## config.mk

```make
export PLATFORM = sky130hd
export DESIGN_NAME = shift_rot_ctrl
export DESIGN_NICKNAME = d
export VERILOG_FILES = /design/src/rtl/shift_rot_ctrl.sv
export SDC_FILE = /design/constraint.sdc
export NUM_CORES = 1
export LEC_CHECK = 0
export ABC_AREA = 1
export CAP_MARGIN = 20
export CORE_MARGIN = 5
export CORE_UTILIZATION = 50
export DETAILED_ROUTE_END_ITERATION = 6
export PLACE_DENSITY = 0.81
export SETUP_SLACK_MARGIN = 0.3
export SLEW_MARGIN = 15
export SYNTH_ARGS = -nofsm -noshare
export SYNTH_HDL_FRONTEND = slang
export SYNTH_SLANG_ARGS = --single-unit
```

## constraint.sdc

```tcl
create_clock -name clk -period 2.7 [get_ports clk]
set_input_delay 0.81 -clock clk [delete_from_list [all_inputs] [get_ports clk]]
set_output_delay 0.81 -clock clk [all_outputs]
set_load 0.02 [all_outputs]
```

## src/rtl/shift_rot_ctrl.sv

```systemverilog
// Start/busy/done sequencer for a shift/rotate register: loads a word, then applies
// a latched number of single-bit rotate or logical-shift steps, one per clock.
module shift_rot_ctrl #(
    parameter int WIDTH = 4,
    parameter int CNT_W = 3
) (
    input  logic             clk,
    input  logic             rst,
    input  logic             start,
    input  logic             abort,
    input  logic [WIDTH-1:0] a,
    input  logic [CNT_W-1:0] amount,
    input  logic             dir,
    input  logic             mode,
    output logic [WIDTH-1:0] q,
    output logic             busy,
    output logic             done
);

    typedef enum logic [1:0] {
        S_IDLE,
        S_RUN,
        S_DONE
    } state_t;

    state_t           state;
    logic [CNT_W-1:0] cnt;
    logic             dir_l;
    logic             mode_l;
    logic [WIDTH-1:0] q_step;
    logic             fill;

    // The bit entering the vacated end: the wrapped-around bit for rotates, zero for shifts.
    always_comb begin
        fill   = 1'b0;
        q_step = q;
        if (dir_l) begin
            fill   = mode_l ? 1'b0 : q[WIDTH-1];
            q_step = {q[WIDTH-2:0], fill};
        end else begin
            fill   = mode_l ? 1'b0 : q[0];
            q_step = {fill, q[WIDTH-1:1]};
        end
    end

    always_ff @(posedge clk or negedge rst) begin
        if (!rst) begin
            state  <= S_IDLE;
            q      <= '0;
            cnt    <= '0;
            dir_l  <= 1'b0;
            mode_l <= 1'b0;
            busy   <= 1'b0;
            done   <= 1'b0;
        end else begin
            case (state)
                S_IDLE: begin
                    if (start) begin
                        q      <= a;
                        cnt    <= amount;
                        dir_l  <= dir;
                        mode_l <= mode;
                        if (amount != '0) begin
                            state <= S_RUN;
                            busy  <= 1'b1;
                        end else begin
                            state <= S_DONE;
                            done  <= 1'b1;
                        end
                    end
                end
                S_RUN: begin
                    if (abort) begin
                        state <= S_IDLE;
                        cnt   <= '0;
                        busy  <= 1'b0;
                    end else begin
                        q   <= q_step;
                        cnt <= cnt - CNT_W'(1);
                        if (cnt == CNT_W'(1)) begin
                            state <= S_DONE;
                            busy  <= 1'b0;
                            done  <= 1'b1;
                        end
                    end
                end
                S_DONE: begin
                    state <= S_IDLE;
                    done  <= 1'b0;
                end
                default: begin
                    state <= S_IDLE;
                    busy  <= 1'b0;
                    done  <= 1'b0;
                end
            endcase
        end
    end

endmodule
```

# == After elaboration in Yosys (flattened, before gate mapping) ==
# Index checks and enable logic that the tools add are counted.
# word_totals
regBits,13
in_bits,13
elab_cells,51
# op_classes
addsub,1
reduce_logical,9
eq_ne,9
muxes,24
n_bitwise,1
# op_table
operator,n
2-to-1 mux 4 bit,3
2-to-1 mux 1 bit,10
inequality test 2 bit (second input constant),5
2-to-1 mux 2 bit,4
one-hot mux 4 bit (2 select lines),1
AND reduction 4 bit,2
2-to-1 mux 3 bit,2
one-hot mux 3 bit (2 select lines),1
AND reduction 2 bit,3
one-hot mux 2 bit (2 select lines),1
equality test 3 x 1 -> 1 bit (second input constant),1
inequality test 3 bit (second input constant),1
one-hot mux 1 bit (3 select lines),1
AND reduction 3 bit,1
nonzero test 3 bit,1
subtractor 3 x 1 -> 3 bit (second input constant),1
equality test 2 x 1 -> 1 bit (second input constant),1
equality test 2 bit (second input constant),1
zero test 2 bit,1
one-hot mux 1 bit (2 select lines),1
nonzero test 2 bit,1
NOT 1 bit,1

# == Depth between registers and ports, before layout ==
# Gate-level depths: netlist of the first run.
# depth
ltp_word,4
depth_mapped,7

# == Worst setup path before layout of the first run ==
# No wires, ideal clock.
# synth_timing
path_kind,input to register
start,input port amount[0]
end,register done
setup_slack_ns,1.384
setup_ns,0.118
path_stages,6
required_ns,2.582
n_path_buf,0
t_arrival_ns,1.199
cell_sequence,nor2_1 nand2_1 nand2_1 nand3_1 nand2_1 nand2_1
# synth_via
elab_chain_len,3
# synth_lines
element,line,rtl
start: declaration,12,"input logic [CNT_W-1:0] amount,"
nonzero test 3 bit,63,if (amount != '0) begin
inequality test 2 bit (no line),--,
AND reduction 4 bit (no line),--,
end signal: assignment,68,done <= 1'b1;
end signal: assignment,83,done <= 1'b1;
end signal: assignment,89,done <= 1'b0;
end: declaration,17,output logic done
# No other way between the ends.
# A chain may end at the register's enable or synchronous reset.

# == Worst setup path after layout of the first run ==
# layout_timing
start,register q[3]
end,output port q[3]
# layout_rtl
element,line,rtl
start: declaration,15,"output logic [WIDTH-1:0] q,"
start signal: assignment,78,q <= q_step;
# No word-level cell between the ends.

==> impl_metrics.csv, run 1 <==
group,metric,value,unit
status,status,"complete, no violations",
floorplanning,std_cell_rows,14,
grt,globalRouteOverflowTotal,0,
clock_network,clock_tree_from_tritoncts,"yes",
placement,dpl_cell_area,958,um2
worst_setup_path,timing_worst_setup_path_type,"reg -> out",
placement,portBuffers,18,
pwr,vdd_ir_drop_max,521,uV
floorplanning,boundaryPins,19,
logic_synthesis,synthMostInstantiatedCell,"sky130_fd_sc_hd__nand2_1",
logic_synthesis,postSynthRegisterBits,13,
timing,grt_setup_unrepaired,"no",
logic_synthesis,cell_count_after_synthesis,108,
pwr,pwr_density_cell,1080,mW/mm2
cells_and_area,final_layout_size_suffix_gt1_frac,0.0923,
placement,pre_cts_slack,808,ps
logic_synthesis,netlist_area,758,um2
detailed_routing,wl_per_cell,10.5,um
logic_synthesis,ys_top_cells_by_area,"sky130_fd_sc_hd__dfrtp_1 43%, sky130_fd_sc_hd__nand2_1 25%, sky130_fd_sc_hd__nand3_1 7.3%, sky130_fd_sc_hd__inv_1 6.4%, sky130_fd_sc_hd__ha_1 3.3%",
timing,finalCritPeriodShare,0.784,
logic_synthesis,cell_variety_after_synth,16,
logic_synthesis,synth_seq_area_share,0.429,
cells_and_area,nets,146,
detailed_routing,drt_iter0_markers,6,
cells_and_area,syn_to_final_growth,29.9,%
worst_setup_path,crit_family,"buffers and inverters",
timing,clock_skew,0.700,ps
worst_setup_path,timing.critical_path.to_type,"output pin",
grt,pin_count_of_the_biggest_net_entering_global_routing,14,
clock_network,clock_path_buffers,2,
clock_network,post-cts-setup-buffer-count,0,
detailed_routing,num_vias,738,
grt,gr-usage-all-layers,0.148,
cells_and_area,antennaDiodeCount,0,
timing,final.setup.worst_slack,584,ps
logic_synthesis,synth_fp_nets,123,
logic_synthesis,netlist_top_cells_count,"51 x sky130_fd_sc_hd__nand2_1, 13 x sky130_fd_sc_hd__dfrtp_1, 13 x sky130_fd_sc_hd__inv_1",
worst_setup_path,critPathRequiredTime,1890,ps
worst_setup_path,worst-path-buf-inv,1,
logic_synthesis,yosys.area.top_type,"sky130_fd_sc_hd__dfrtp_1",
clock_network,clock_tree.htree_level_count,1,
timing,fin_crit,2120,ps
detailed_routing,drcViolationCount,0,
timing,final.hold.worst_slack,484,ps
timing,worst_slew_margin_rel,0.608,
timing,worst_slew_pin_slew,587,ps
logic_synthesis,synth_area_per_cell,7.02,um2
cells_and_area,stdcell_count,146,
cells_and_area,layout.filler_cells,139,
clock_network,worst_setup_hold_path_clk_slew,80,ps
cells_and_area,layout.cell_area.non_filler,985,um2
clock_network,worst_skew_pair.late_latency,270,ps
clock_network,cts_resized,0,
grt,antenna_found_initial,0,
detailed_routing,route.detailed.vias_per_inst,5.05,
logic_synthesis,synth-compound-area-share,0.0429,
detailed_routing,antenna_violating_nets_post_route,0,
timing,setup_violations,0,
clock_network,hold_bufs_inserted_after_cts,0,
logic_synthesis,post-synth-top-area-fraction,0.429,
detailed_routing,drt-total-wl,1540,um
clock_network,numCtsBuffers,3,
logic_synthesis,post_synth_fa_ha_maj_area_fraction,0.0330,
timing,final_hold_viol_count,0,
floorplanning,die_w,48.9,um
placement,routabilityCongestion,0.831,
placement,dp_hpwl,1250,um
timing,final_max_slew_viol_count,0,
logic_synthesis,share_of_synthesized_registers_carrying_an_async_set_or_reset,1.00,
grt,first_global_vias,716,
job,max_cap_violations,0,
logic_synthesis,number_of_enable_type_register_cells_in_the_synthesized_netlist,0,
worst_setup_path,largest_fanout_on_the_critical_path,4,
worst_setup_path,crit_path_cell_trace,"clkdlybuf4s50_1",
timing,max_clock_freq,472,MHz
clock_network,numClockSinks,13,
worst_setup_path,crit_arrival,1310,ps
logic_synthesis,post_synth_top_flop,"sky130_fd_sc_hd__dfrtp_1",
min_path,worstHoldPathType,"reg -> reg",
logic_synthesis,synthMuxAreaShare,0,
logic_synthesis,xor_xnor_fraction_of_synth_area,0,
floorplanning,floorplan.core_area,0.00147,mm2
clock_network,cts_root_buf,"sky130_fd_sc_hd__clkbuf_4",
floorplanning,die-area,0.00240,mm2
placement,post-place-cells,142,
detailed_routing,dr.pass1.iters,3,
pwr,totalPowerFinal,1.06,mW
floorplanning,initial_utilization,0.515,
worst_setup_path,longest_individual_stage_delay_on_the_worst_path,630,ps
logic_synthesis,synthesis.yosys.warnings,0,
logic_synthesis,synth_top_family_by_area,"simple AND/OR/NAND/NOR gates",
worst_setup_path,critical_path.startpoint_type,"flip-flop",
timing,setup-tns-final,0,ps
grt,grt_first_pass_wirelength,2860,um
pwr,total_leakage_power,0.531,nW
worst_setup_path,cp_slowest_cell,"sky130_fd_sc_hd__clkdlybuf4s50_1",
floorplanning,die_y,48.9,um
logic_synthesis,synth_simple_gate_area_frac,0.421,
cells_and_area,utilization,0.669,
==> placed cells by master (no fill, tap or decap) <==
cell type                          n
sky130_fd_sc_hd__nand4_1           1
sky130_fd_sc_hd__clkdlybuf4s50_1  18
sky130_fd_sc_hd__clkbuf_4          3
sky130_fd_sc_hd__o211ai_1          1
sky130_fd_sc_hd__nor2_4            1
sky130_fd_sc_hd__nand3_1          11
sky130_fd_sc_hd__inv_1            13
sky130_fd_sc_hd__o21ai_1           3
sky130_fd_sc_hd__clkbuf_1          1
sky130_fd_sc_hd__nor2_1            2
sky130_fd_sc_hd__nand2_2           1
sky130_fd_sc_hd__ha_1              2
sky130_fd_sc_hd__or2_2             2
sky130_fd_sc_hd__nand2_4           2
sky130_fd_sc_hd__nand2_1          51
sky130_fd_sc_hd__nor2_2            1
sky130_fd_sc_hd__o21ai_0           2
sky130_fd_sc_hd__dfrtp_1          13
sky130_fd_sc_hd__inv_2             2
==> per-layer routing <==
layer  wire length [um]  vias up  global-route usage
met1                687      343               0.169
met4                 12        0              0.0673
met5                  0        -                   0
li1                   -      378                   -
met2                756       15               0.257
met3                 83        2              0.0367
==> path summary, 6_finish.rpt <==
check,from,endpoint,slack [ps],cells past startpoint
worst min-delay path,busy,busy,480,2
min in group asynchronous,rst,q[1],900,1
worst max register to register,state[0],cnt[2],1490,6
max in group asynchronous,rst,dir_l,1410,1
worst min register to register,busy,busy,480,2
worst max-delay path,q[3],q[3],580,1
==> sequential cells by signal, indices dropped and copies added (netlist names) <==
| name | flops |
|---|---|
| q | 4 |
| cnt | 3 |
| state | 2 |
| busy | 1 |
| dir_l | 1 |
| done | 1 |
| mode_l | 1 |
==> logic make-up after synthesis <==
family / count (synthesis)
simple gates: 72
compound gates: 6
fa+ha+maj: 2
flops: 13
buf+inv: 15
==> power by group <==
| part | total (mW) | internal [mW] | switching [mW] |
|---|---|---|---|
| clock | 0.121 | 0.0572 | 0.0633 |
| sequential | 0.369 | 0.288 | 0.0810 |
| combinational | 0.570 | 0.235 | 0.335 |
==> cell type report <==
cell class | count | area, um2 | area share
Tap cell | 16 | 20.0 | 0.0203
Timing Repair Buffer | 18 | 180 | 0.183
Clock buffer | 4 | 26.3 | 0.0267
Multi-Input combinational cell | 80 | 377 | 0.382
Sequential cell | 13 | 325 | 0.330
Inverter | 15 | 56.3 | 0.0572
(Power assumes the default switching activity.)
==> inputs of run 2 (changes only) <==
--- a/config.mk
+++ b/config.mk
@@ -8,9 +8,9 @@
 export ABC_AREA = 1
 export CAP_MARGIN = 20
 export CORE_MARGIN = 5
-export CORE_UTILIZATION = 50
+export CORE_UTILIZATION = 42
 export DETAILED_ROUTE_END_ITERATION = 6
-export PLACE_DENSITY = 0.81
+export PLACE_DENSITY = 0.73
 export SETUP_SLACK_MARGIN = 0.3
 export SLEW_MARGIN = 15
 export SYNTH_ARGS = -nofsm -noshare
==> constraint.sdc (replaced) <==
create_clock -name clk -period 1.8 [get_ports clk]
set_input_delay 0.54 -clock clk [delete_from_list [all_inputs] [get_ports clk]]
set_output_delay 0.54 -clock clk [all_outputs]
set_load 0.02 [all_outputs]
==> run 2 against run 1 <==
Compared with the run above:
- non-clock buffer count is 3 higher
- sequential cell count did not move
- die area is 15% higher
- final cell count grew 8.2%
- clock skew increased by 3.8 ps
- setup slack worse by 240 ps
- via count down 4.2%
- wire length fell by 0.58%
- largest power group unchanged
==> impl_metrics.csv, run 2 (synthesized netlist as in run 1, its figures left out) <==
group,metric,value,unit
placement,routabilityCongestion,0.876,
worst_setup_path,crit_arrival,920,ps
timing,clock_skew,4.48,ps
grt,first_global_vias,658,
cells_and_area,largestRegisters,"q: 4 flops, cnt: 3 flops, state: 2 flops",
clock_network,numCtsBuffers,3,
clock_network,clock_tree_from_tritoncts,"yes",
pwr,totalPowerFinal,1.56,mW
detailed_routing,antenna_violating_nets_post_route,0,
worst_setup_path,crit_family,"flip-flops",
grt,pin_count_of_the_biggest_net_entering_global_routing,14,
worst_setup_path,crit_path_cell_trace,"clkdlybuf4s15_2",
timing,worst_slew_pin_slew,222,ps
grt,antenna_found_initial,0,
worst_setup_path,critical_path.startpoint_type,"flip-flop",
cells_and_area,final_layout_size_suffix_gt1_frac,0.158,
placement,pre_cts_slack,185,ps
worst_setup_path,r2r-start,"state[1]",
cells_and_area,nets,149,
timing,setup-tns-final,0,ps
timing,setup_violations,0,
timing,fin_crit,1460,ps
worst_setup_path,crit_end,"q[0]",
timing,final.setup.worst_slack,339,ps
job,max_cap_violations,0,
worst_setup_path,largest_fanout_on_the_critical_path,3,
detailed_routing,drcViolationCount,0,
timing,finalCritPeriodShare,0.812,
pwr,total_leakage_power,0.549,nW
status,status,"complete, no violations",
worst_setup_path,cp_slowest_cell,"sky130_fd_sc_hd__dfrtp_1",
cells_and_area,largest-register,"q",
cells_and_area,antennaDiodeCount,0,
floorplanning,die-area,0.00276,mm2
cells_and_area,mostFrequentLayoutCells,"51 x sky130_fd_sc_hd__nand2_1, 13 x sky130_fd_sc_hd__inv_1, 13 x sky130_fd_sc_hd__dfrtp_1",
detailed_routing,drt_iter0_markers,9,
placement,post-place-cells,152,
worst_setup_path,timing.rr.end,"done",
detailed_routing,drt-total-wl,1530,um
timing,max_clock_freq,684,MHz
floorplanning,std_cell_rows,15,
clock_network,hold_bufs_inserted_after_cts,0,
grt,globalRouteOverflowTotal,0,
detailed_routing,route.detailed.vias_per_inst,4.47,
timing,final_max_slew_viol_count,0,
clock_network,clock_tree.htree_level_count,1,
worst_setup_path,total_number_of_cells_along_the_worst_setup_path,1,
detailed_routing,wl_per_cell,9.69,um
detailed_routing,dr.pass1.iters,4,
clock_network,numClockSinks,13,
timing,worst_slew_margin_rel,0.852,
cells_and_area,final_common_cell,"sky130_fd_sc_hd__nand2_1",
worst_setup_path,worst-path-buf-inv,1,
detailed_routing,num_vias,707,
pwr,pwr_density_cell,1560,mW/mm2
cells_and_area,syn_to_final_growth,32.0,%
floorplanning,initial_utilization,0.439,
worst_setup_path,worst_setup_path_startpoint,"q[0]",
clock_network,worst_setup_hold_path_clk_slew,70,ps
placement,dp_hpwl,1290,um
clock_network,cts_root_buf,"sky130_fd_sc_hd__clkbuf_4",
worst_setup_path,worst-r2r-setup-slack,590,ps
floorplanning,floorplan.core_area,0.00173,mm2
placement,portBuffers,18,
clock_network,clock_path_buffers,2,
floorplanning,boundaryPins,19,
worst_setup_path,timing_worst_setup_path_type,"reg -> out",
worst_setup_path,longest_individual_stage_delay_on_the_worst_path,400,ps
worst_setup_path,timing.critical_path.to_type,"output pin",
clock_network,worst_skew_pair.late_latency,270,ps
timing,final_hold_viol_count,0,
worst_setup_path,r2r.worst_path.cells,6,
cells_and_area,stdcell_count,158,
cells_and_area,layout.cell_area.non_filler,0.00100,mm2
placement,dpl_cell_area,977,um2
timing,grt_setup_unrepaired,"no",
min_path,worstHoldPathType,"reg -> reg",
floorplanning,die_w,52.5,um
grt,grt_first_pass_wirelength,2590,um
cells_and_area,number_of_flip_flops_in_the_largest_register,4,
worst_setup_path,critPathRequiredTime,1260,ps
pwr,vdd_ir_drop_max,886,uV
grt,gr-usage-all-layers,0.128,
floorplanning,die_y,52.5,um
## run 2: cell count changes in the layout (fill, tap and decap cells not counted)
cell,before,now
sky130_fd_sc_hd__buf_2,0,2
sky130_fd_sc_hd__buf_4,0,3
sky130_fd_sc_hd__clkbuf_2,0,2
sky130_fd_sc_hd__clkdlybuf4s15_2,0,2
sky130_fd_sc_hd__clkdlybuf4s50_1,18,12
## run 2: repair_timing
| action | CTS | global route |
|---|---|---|
| setup endpoints to repair | 6 | 5 |
| resized for setup | 17 | 3 |
| buffers inserted | 0 | 2 |
## run 2: per-stage QoR
stage	util	hold slack, ps
after floorplan	-	244
after global placement	0.566	465
after detailed placement	0.566	466
after CTS	0.580	487
after global routing	0.580	513
final	0.580	483
## run 2: how the worst min path moves through the flow
stage	startpoint	to	slack, ps	cells after the start
after floorplan	rst	busy	240	0
after detailed placement	done	done	470	2
after global placement	done	done	460	2
after CTS	done	done	490	2
final	cnt[2]	cnt[2]	480	2
after global routing	cnt[1]	cnt[1]	510	2
## run 2: layer usage
metal | share of wire | up-vias | global-route usage
li1 | - | 382 | -
met1 | 0.47 | 314 | 0.158
met2 | 0.47 | 9 | 0.196
met3 | 0.046 | 2 | 0.0541
met4 | 0.0085 | 0 | 0.0468
met5 | 0 | - | 0
## run 2: layout make-up
type / count / area (um2)
clock buffer: 4 / 26.3
fill: 181 / 726
inverter: 15 / 56.3
multi-input combinational: 80 / 377
sequential: 13 / 325
tap: 25 / 31.3
timing repair buffer: 21 / 185
## run 2: power by group
group / switching, mW / internal, mW / leakage [nW] / total [mW]
registers: 0.111 / 0.433 / 0.161 / 0.543
logic: 0.518 / 0.333 / 0.373 / 0.850
clock network: 0.0832 / 0.0858 / 0.0150 / 0.169
